File: src/rtl/apb_master_fsm.sv
// rtl/apb_master_fsm.sv - APB master stage of the AXI-to-APB bridge: one transfer at a time, registered outputs.
// Optional ACCESS-phase timeout is enabled by defining APB_TIMEOUT_EN.
module apb_master_fsm #(
  parameter int ADDRESS_WIDTH  = 32,
  parameter int DATA_WIDTH     = 32,
  parameter int ID_WIDTH       = 4,
  parameter int TIMEOUT_CYCLES = 256
) (
  input  logic                     clk,
  input  logic                     rst,
  input  logic                     req_valid,
  output logic                     req_ready,
  input  logic [ADDRESS_WIDTH-1:0] req_addr,
  input  logic [DATA_WIDTH-1:0]    req_wdata,
  input  logic                     req_write,
  input  logic [ID_WIDTH-1:0]      req_id,
  output logic                     psel,
  output logic                     penable,
  output logic                     pwrite,
  output logic [ADDRESS_WIDTH-1:0] paddr,
  output logic [DATA_WIDTH-1:0]    pwdata,
  input  logic [DATA_WIDTH-1:0]    prdata,
  input  logic                     pready,
  input  logic                     pslverr,
  output logic                     rsp_valid,
  input  logic                     rsp_ready,
  output logic [DATA_WIDTH-1:0]    rsp_rdata,
  output logic                     rsp_write,
  output logic [ID_WIDTH-1:0]      rsp_id,
  output logic                     rsp_err
);

  typedef enum logic [1:0] {
    ST_IDLE   = 2'd0,
    ST_SETUP  = 2'd1,
    ST_ACCESS = 2'd2,
    ST_RESP   = 2'd3
  } state_t;

  state_t              r_state;
  state_t              w_next;
  logic                w_accept;
  logic                w_done;
  logic                w_timeout;
  logic [ID_WIDTH-1:0] r_id;

  if (TIMEOUT_CYCLES < 1) begin : g_bad_timeout_cycles
  end

`ifdef APB_TIMEOUT_EN
  localparam int                TCNT_W    = $clog2(TIMEOUT_CYCLES + 1);
  localparam logic [TCNT_W-1:0] TCNT_LAST = TCNT_W'(TIMEOUT_CYCLES - 1);

  logic [TCNT_W-1:0] r_tcnt;

  // Held at zero outside ACCESS, so it starts from zero on every entry.
  always_ff @(posedge clk) begin
    if (rst || (r_state != ST_ACCESS)) begin
      r_tcnt <= '0;
    end else if (!pready) begin
      r_tcnt <= r_tcnt + 1'b1;
    end
  end

  assign w_timeout = (r_state == ST_ACCESS) && !pready && (r_tcnt == TCNT_LAST);
`else
  assign w_timeout = 1'b0;
`endif

  assign w_accept = (r_state == ST_IDLE) && req_valid;
  assign w_done   = (r_state == ST_ACCESS) && (pready || w_timeout);

  always_ff @(posedge clk) begin
    if (rst) begin
      r_state <= ST_IDLE;
    end else begin
      r_state <= w_next;
    end
  end

  always_comb begin
    w_next = r_state;
    case (r_state)
      ST_IDLE:   if (w_accept) w_next = ST_SETUP;
      ST_SETUP:  w_next = ST_ACCESS;
      ST_ACCESS: if (w_done) w_next = ST_RESP;
      ST_RESP:   if (rsp_ready) w_next = ST_IDLE;
      default:   w_next = ST_IDLE;
    endcase
  end

  // Outputs are decoded from the next state so they change on the same edge as the state.
  always_ff @(posedge clk) begin
    if (rst) begin
      req_ready <= 1'b1;
      psel      <= 1'b0;
      penable   <= 1'b0;
      pwrite    <= 1'b0;
      paddr     <= '0;
      pwdata    <= '0;
      rsp_valid <= 1'b0;
      rsp_rdata <= '0;
      rsp_write <= 1'b0;
      rsp_id    <= '0;
      rsp_err   <= 1'b0;
      r_id      <= '0;
    end else begin
      req_ready <= (w_next == ST_IDLE);
      psel      <= (w_next == ST_SETUP) || (w_next == ST_ACCESS);
      penable   <= (w_next == ST_ACCESS);
      rsp_valid <= (w_next == ST_RESP);
      if (w_accept) begin
        paddr  <= req_addr;
        pwrite <= req_write;
        pwdata <= req_write ? req_wdata : '0;
        r_id   <= req_id;
      end
      // A pready on the timeout cycle wins, so the slave's status is used.
      if (w_done) begin
        rsp_err   <= pready ? pslverr : 1'b1;
        rsp_rdata <= (pready && !pslverr && !pwrite) ? prdata : '0;
        rsp_write <= pwrite;
        rsp_id    <= r_id;
      end
    end
  end

endmodule

File: config.mk
export PLATFORM = sky130hd
export DESIGN_NAME = apb_master_fsm
export DESIGN_NICKNAME = d
export VERILOG_FILES = /design/src/rtl/apb_master_fsm.sv
export SDC_FILE = /design/constraint.sdc
export NUM_CORES = 1
export LEC_CHECK = 0
export ABC_CLOCK_PERIOD_IN_PS = 2300
export CAP_MARGIN = 0
export CORE_ASPECT_RATIO = 1.25
export CORE_MARGIN = 1
export CORE_UTILIZATION = 40
export CTS_CLUSTER_DIAMETER = 120
export DETAILED_ROUTE_END_ITERATION = 10
export PLACE_DENSITY = 0.86
export SYNTH_ARGS = -nofsm -noshare
export SYNTH_HDL_FRONTEND = slang
export SYNTH_SLANG_ARGS = --single-unit
File: constraint.sdc
create_clock -name clk -period 2.3 [get_ports clk]
set_clock_uncertainty 0.2 [all_clocks]
set_input_delay 0.345 -clock clk [delete_from_list [all_inputs] [get_ports clk]]
set_output_delay 0.345 -clock clk [all_outputs]
set_load 0.02 [all_outputs]
==> results.cfg, run 1 <==
[status]
status = finished, final reports clean

[setup_path]
cp_max_fo = 4
crit_path_top_delay_cell = clkdlybuf4s50_1
regToRegStartpoint = r_state[0]
cp_data_required_time_ns = 1.75
crit_path_cell_trace = clkdlybuf4s50_1
crit_path_end_kind = output pin
cp_slowest_stage_delay_ns = 0.64
start_kind = register
worst-path-buf-inv = 1
critPathArrivalTime_ns = 1.44
critPathLaunch = pwrite
path_delay_family = buffers and inverters
critical_path_class = reg -> out

[place]
dpl_worst_slack_ns = 0.1544
placed_cells = 808
dpl.hpwl_mm = 8.569
port_buffers = 213
detailed_place.area_mm2 = 0.006327
gp_congestion = 0.7737

[run]
drv_cap = 0

[sta]
finalHoldViolCount = 0
report.final.slew_viol_count = 0
finalCritPeriodShare = 0.8635
setup_slack_ns = 0.3140
worst_pin_slew_ns = 0.4194
rsz0062_at_grt = false
maxSlewHeadroom = 0.7204
setup_viol = 0
max_freq_mhz = 503.5
tns_ns = 0
final.min_clock_period_ns = 1.986

[synth]
synth_commonest_cells = nand2_1, dfxtp_1, a21oi_1
synth_top_cell_by_area = dfxtp_1
syn-cell-area_mm2 = 0.004189
ys_seq_elements = 113
synthMuxAreaShare = 0.002389
syn-num-nets = 610
yosys.area_share.simple = 0.2867
synth_cells = 500
async_flop_share = 0
yosysTopAreaCellShare = 0.5400
synth_area_leaders = dfxtp_1, nand2_1, a21oi_1, nand3_1, nand3b_1
synth_edf_count = 0
yosys_most_used_dff = dfxtp_1
yosysSeqAreaShare = 0.5400
yosys.area_share.adder = 0.008961
synth_compound_area_frac = 0.09737
synth.distinct_cells = 22
synth_top_family_by_area = simple AND/OR/NAND/NOR gates
synth_xor_area_frac = 0
yosysMostFrequentCell = nand2_1
yosys_warnings = 0
syn_avg_cell_area_um2 = 8.378

[hold_path]
hold_path_startpoint = rst
hp-class = in -> reg

[cts]
cts-buffers-inserted = 17
clock-sinks = 113
root_buffer = clkbuf_16
cts_buffer_depth = 2
insertion_delay_ns = 0.39
h-tree-depth = 4
clk_pin_slew_ns = 0.05
post-cts-setup-buffers = 0
post_cts_resized = 0
tritoncts = yes
hold_buffers = 0

[floorplan]
ios = 214
num_rows = 41
coreArea_mm2 = 0.01016
start_util = 0.4124
die_w_um = 93.53
dieArea_mm2 = 0.01089
die_h_um = 116.4

[routing]
drt_pass1_iterations = 4
viasPerCell = 4.967
vias = 4162
wl_mm = 12.00
drcViolationCount = 0
wire_per_inst_um = 14.32
detail-route-antenna-nets = 0
drt_iter0_drc = 144

[cells_and_area]
syn_to_final_growth_pct = 64.70
fin_area_mm2 = 0.006899
finalNonFillerCells = 838
drive_gt1_frac = 0.06065
fillers = 824
n_antenna_cell = 0
fin_util = 0.6792
register_area_mm2 = 0.002262
nNetsFinal = 808
multi_input_area_mm2 = 0.001667

[grt]
grt_max_degree = 43
overflow = 0
grt_pass1_wl_mm = 18.55
grt_pass1_vias = 3986
grt_use_total = 0.2209
antenna_found_initial = 0

[pwr]
ir_worst_vdd_uv = 562.7
p_per_area_mw_per_mm2 = 790.8
p_leak_uw = 0.002653
-- metal layers --
metal / global-route usage / wire, µm / vias to the layer above
met2: 0.3975 / 6224 / 153
met3: 0.08594 / 979 / 16
met5: 0 / 0 / -
met1: 0.2247 / 4585 / 1940
li1: - / - / 2053
met4: 0.1036 / 213 / 0
-- where the power goes --
group / internal [µW] / switching [µW] / total (µW)
clock: 1690 / 824 / 2510
sequential: 2060 / 56.5 / 2120
combinational: 414 / 412 / 826
-- per-stage QoR --
step / power, µW / hold WS (ns)
detailed placement: 2985 / 0.2430
global route: 5669 / 0.1448
global placement: 2964 / 0.2376
finish: 5456 / 0.1368
floorplan: 2575 / 0.2321
CTS: 5507 / 0.1251
-- path summary, 6_finish.rpt --
path                            cells after the start    endpoint  slack, ns
worst min register to register                      2  pwdata[24]       0.25
worst min-delay path                                2  r_state[1]       0.14
worst max-delay path                                1      pwrite       0.31
worst max register to register                      4   req_ready       0.55
-- cell usage in the layout (no fill, tap or decap), types with 2 or more instances in the layout --
cell	netlist	layout
inv_1	2	2
nand2_1	150	150
clkbuf_16	0	17
clkdlybuf4s50_1	0	212
ha_1	3	3
clkinv_2	0	4
a21oi_1	76	76
nor2b_1	4	4
nand3_1	65	65
buf_4	4	9
clkbuf_8	0	4
clkbuf_1	19	3
nand3b_1	33	33
dfxtp_1	113	113
buf_12	0	2
bufinv_16	0	2
-- logic make-up after synthesis --
kind of cell | after synthesis
AOI/OAI and AO/OA | 79
adders and majority gates | 3
buffers and inverters | 46
DFF | 113
muxes | 1
and+or+nand+nor | 258
-- flip-flops by register name, indices dropped and copies added (netlist names) --
register and flops:
paddr 32, pwdata 32, rsp_rdata 32, r_id 4
rsp_id 4, r_state 2, penable 1, psel 1
pwrite 1, req_ready 1, rsp_err 1, rsp_valid 1
rsp_write 1
-- final cells by class --
class                      instances  share of cell area
inverter                           2            0.001088
clock inverter                     6             0.01161
timing repair buffer             223              0.3232
tap                              129             0.02340
clock buffer                      24             0.07127
sequential                       113              0.3279
multi-input combinational        341              0.2416
(Power assumes the default switching activity.)
==> inputs of run 2 (changes only) <==
ABC_AREA = 1   (was default)
==> run 2 against run 1 <==
Against the previous run:
- critical path depth did not move
- utilization grew 1.3 points
- cell count rose by 1.7%
- sequential share of layout area fell by 0.47 points
- largest cell class unchanged
==> results.cfg, run 2 <==
[status]
status = finished, final reports clean

[synth]
synth_area_leaders = dfxtp_1, nand4_1, nor2_1, a21oi_1, nand2_1
yosys.area_share.simple = 0.2548
yosys.area_share.adder = 0.009025
synth_edf_count = 0
synth_top_cell_by_area = dfxtp_1
synth_compound_area_frac = 0.1300
yosysTopAreaCellShare = 0.5439
synth_top_family_by_area = simple AND/OR/NAND/NOR gates
synth.distinct_cells = 20
syn_avg_cell_area_um2 = 8.107
synthMuxAreaShare = 0
yosysSeqAreaShare = 0.5439
syn-num-nets = 623
async_flop_share = 0
synth_commonest_cells = dfxtp_1, nor2_1, nand2_1
syn-cell-area_mm2 = 0.004159
synth_cells = 513
synth_xor_area_frac = 0
yosys_most_used_dff = dfxtp_1
ys_seq_elements = 113
yosysMostFrequentCell = dfxtp_1
yosys_warnings = 0

[grt]
grt_max_degree = 60
antenna_found_initial = 0
grt_pass1_vias = 4058
grt_pass1_wl_mm = 19.25
overflow = 0
grt_use_total = 0.2296

[place]
port_buffers = 213
dpl.hpwl_mm = 8.626
detailed_place.area_mm2 = 0.006347
gp_congestion = 0.7508
placed_cells = 820

[cells_and_area]
fillers = 772
drive_gt1_frac = 0.07192
fin_area_mm2 = 0.006999
finalNonFillerCells = 852
register_area_mm2 = 0.002262
multi_input_area_mm2 = 0.001640
top_regs = paddr (32), pwdata (32), rsp_rdata (32)
syn_to_final_growth_pct = 68.29
n_antenna_cell = 0
mostFrequentLayoutCell = clkdlybuf4s50_1
nNetsFinal = 820
final_cell_mix = clkdlybuf4s50_1, dfxtp_1, nor2_1, nand2_1, a21oi_1

[routing]
detail-route-antenna-nets = 0
wl_mm = 12.62
drcViolationCount = 0
drt_iter0_drc = 196
drt_pass1_iterations = 4
vias = 4396
wire_per_inst_um = 14.82
viasPerCell = 5.160

[setup_path]
crit_path_top_delay_cell = clkdlybuf4s50_1
path_delay_family = buffers and inverters
crit_path_cell_trace = clkdlybuf4s50_1
start_kind = register
worst_r2r_path_depth = 7
cp_slowest_stage_delay_ns = 0.64
regToRegStartpoint = r_state[1]
critical_path_class = reg -> out
worst-path-buf-inv = 1
cp_data_required_time_ns = 1.75
critPathArrivalTime_ns = 1.48
cp_max_fo = 4
r2r-end = req_ready
worst-r2r-setup-slack_ns = 0.64
crit_path_end_kind = output pin

[cts]
cts_buffer_depth = 2
clk_pin_slew_ns = 0.05
insertion_delay_ns = 0.40
clock-sinks = 113
post-cts-setup-buffers = 0
h-tree-depth = 4
hold_buffers = 0
cts-buffers-inserted = 17
post_cts_resized = 0
root_buffer = clkbuf_16
tritoncts = yes

[pwr]
p_per_area_mw_per_mm2 = 851.4
ir_worst_vdd_uv = 621.4
p_leak_uw = 0.002577

[hold_path]
hold_path_startpoint = rsp_rdata[5]
whs_path_depth = 2
hp-class = reg -> reg
holdPathEnd = rsp_rdata[5]

[floorplan]
coreArea_mm2 = 0.01011
die_w_um = 93.20
dieArea_mm2 = 0.01081
ios = 214
die_h_um = 116.0
start_util = 0.4115
num_rows = 41

[run]
drv_cap = 0

[sta]
report.final.slew_viol_count = 0
finalHoldViolCount = 0
worst_pin_slew_ns = 0.3916
finalCritPeriodShare = 0.8802
max_freq_mhz = 494.0
setup_viol = 0
final.min_clock_period_ns = 2.024
holdWs_ns = 0.2613
maxSlewHeadroom = 0.7389
tns_ns = 0
rsz0062_at_grt = false
-- run 2: cell count changes in the layout (fill, tap and decap cells not counted), sizes merged, moves of 3 or more --
cell / delta
bufinv: +3
inv: +10
nand4: +64
clkinvlp: +3
a21oi: -11
clkbuf: -5
nor2: +92
nand3b: -33
nor2b: -4
nand2: -79
nand3: -63
o21ai: +42
-- run 2: cell type report --
class | instances | area share
Clock buffer | 19 | 0.06328
Multi-Input combinational cell | 342 | 0.2344
Timing Repair Buffer | 225 | 0.3203
Sequential cell | 113 | 0.3232
Inverter | 11 | 0.005899
Clock inverter | 13 | 0.02985
Tap cell | 129 | 0.02306
-- run 2: kinds of logic (layout without fill, tap and decap cells) --
logic type / Yosys count / in the layout
simple gates: 231 / 231
flops: 113 / 113
fa+ha+maj: 3 / 3
compound gates: 108 / 108
buf+inv: 58 / 268
-- run 2: worst max path at each step --
| stage | startpoint | to | slack [ns] | depth (start not counted) |
|---|---|---|---|---|
| after CTS | pwrite | pwrite | 0.24 | 1 |
| after global placement | req_valid | req_ready | 0.37 | 6 |
| final | pwrite | pwrite | 0.28 | 1 |
| after global routing | pwrite | pwrite | 0.21 | 1 |
| after floorplan | r_state[1] | req_ready | 0.63 | 8 |
| after detailed placement | pready | rsp_err | 0.33 | 6 |
-- run 2: routing by layer --
metal  vias to the layer above  share of wire  GRT usage
li1                       2135              -          -
met1                      2045           0.40     0.2478
met2                       187           0.51     0.4020
met3                        29          0.067    0.07743
met4                         0          0.029     0.1118
met5                         -              0          0
-- run 2: power by group --
| group | total (µW) | switching, µW | internal [µW] |
|---|---|---|---|
| logic | 959 | 498 | 461 |
| registers | 2150 | 67.5 | 2080 |
| clock network | 2850 | 899 | 1950 |
| total | 5960 | 1460 | 4490 |
-- run 2: through the flow --
step | power, µW | util | setup WS (ns)
after floorplan | 2657 | - | 0.6281
after global placement | 3120 | 0.6281 | 0.3728
after detailed placement | 3145 | 0.6281 | 0.3323
after CTS | 6007 | 0.6926 | 0.2422
after global routing | 6205 | 0.6926 | 0.2064
final | 5959 | 0.6926 | 0.2756
==> inputs of run 3 (changes only) <==
SLEW_MARGIN = 30   (was default)
==> results of run 3 <==
The final DEF is identical to that of run 2; final timing and power are the same.
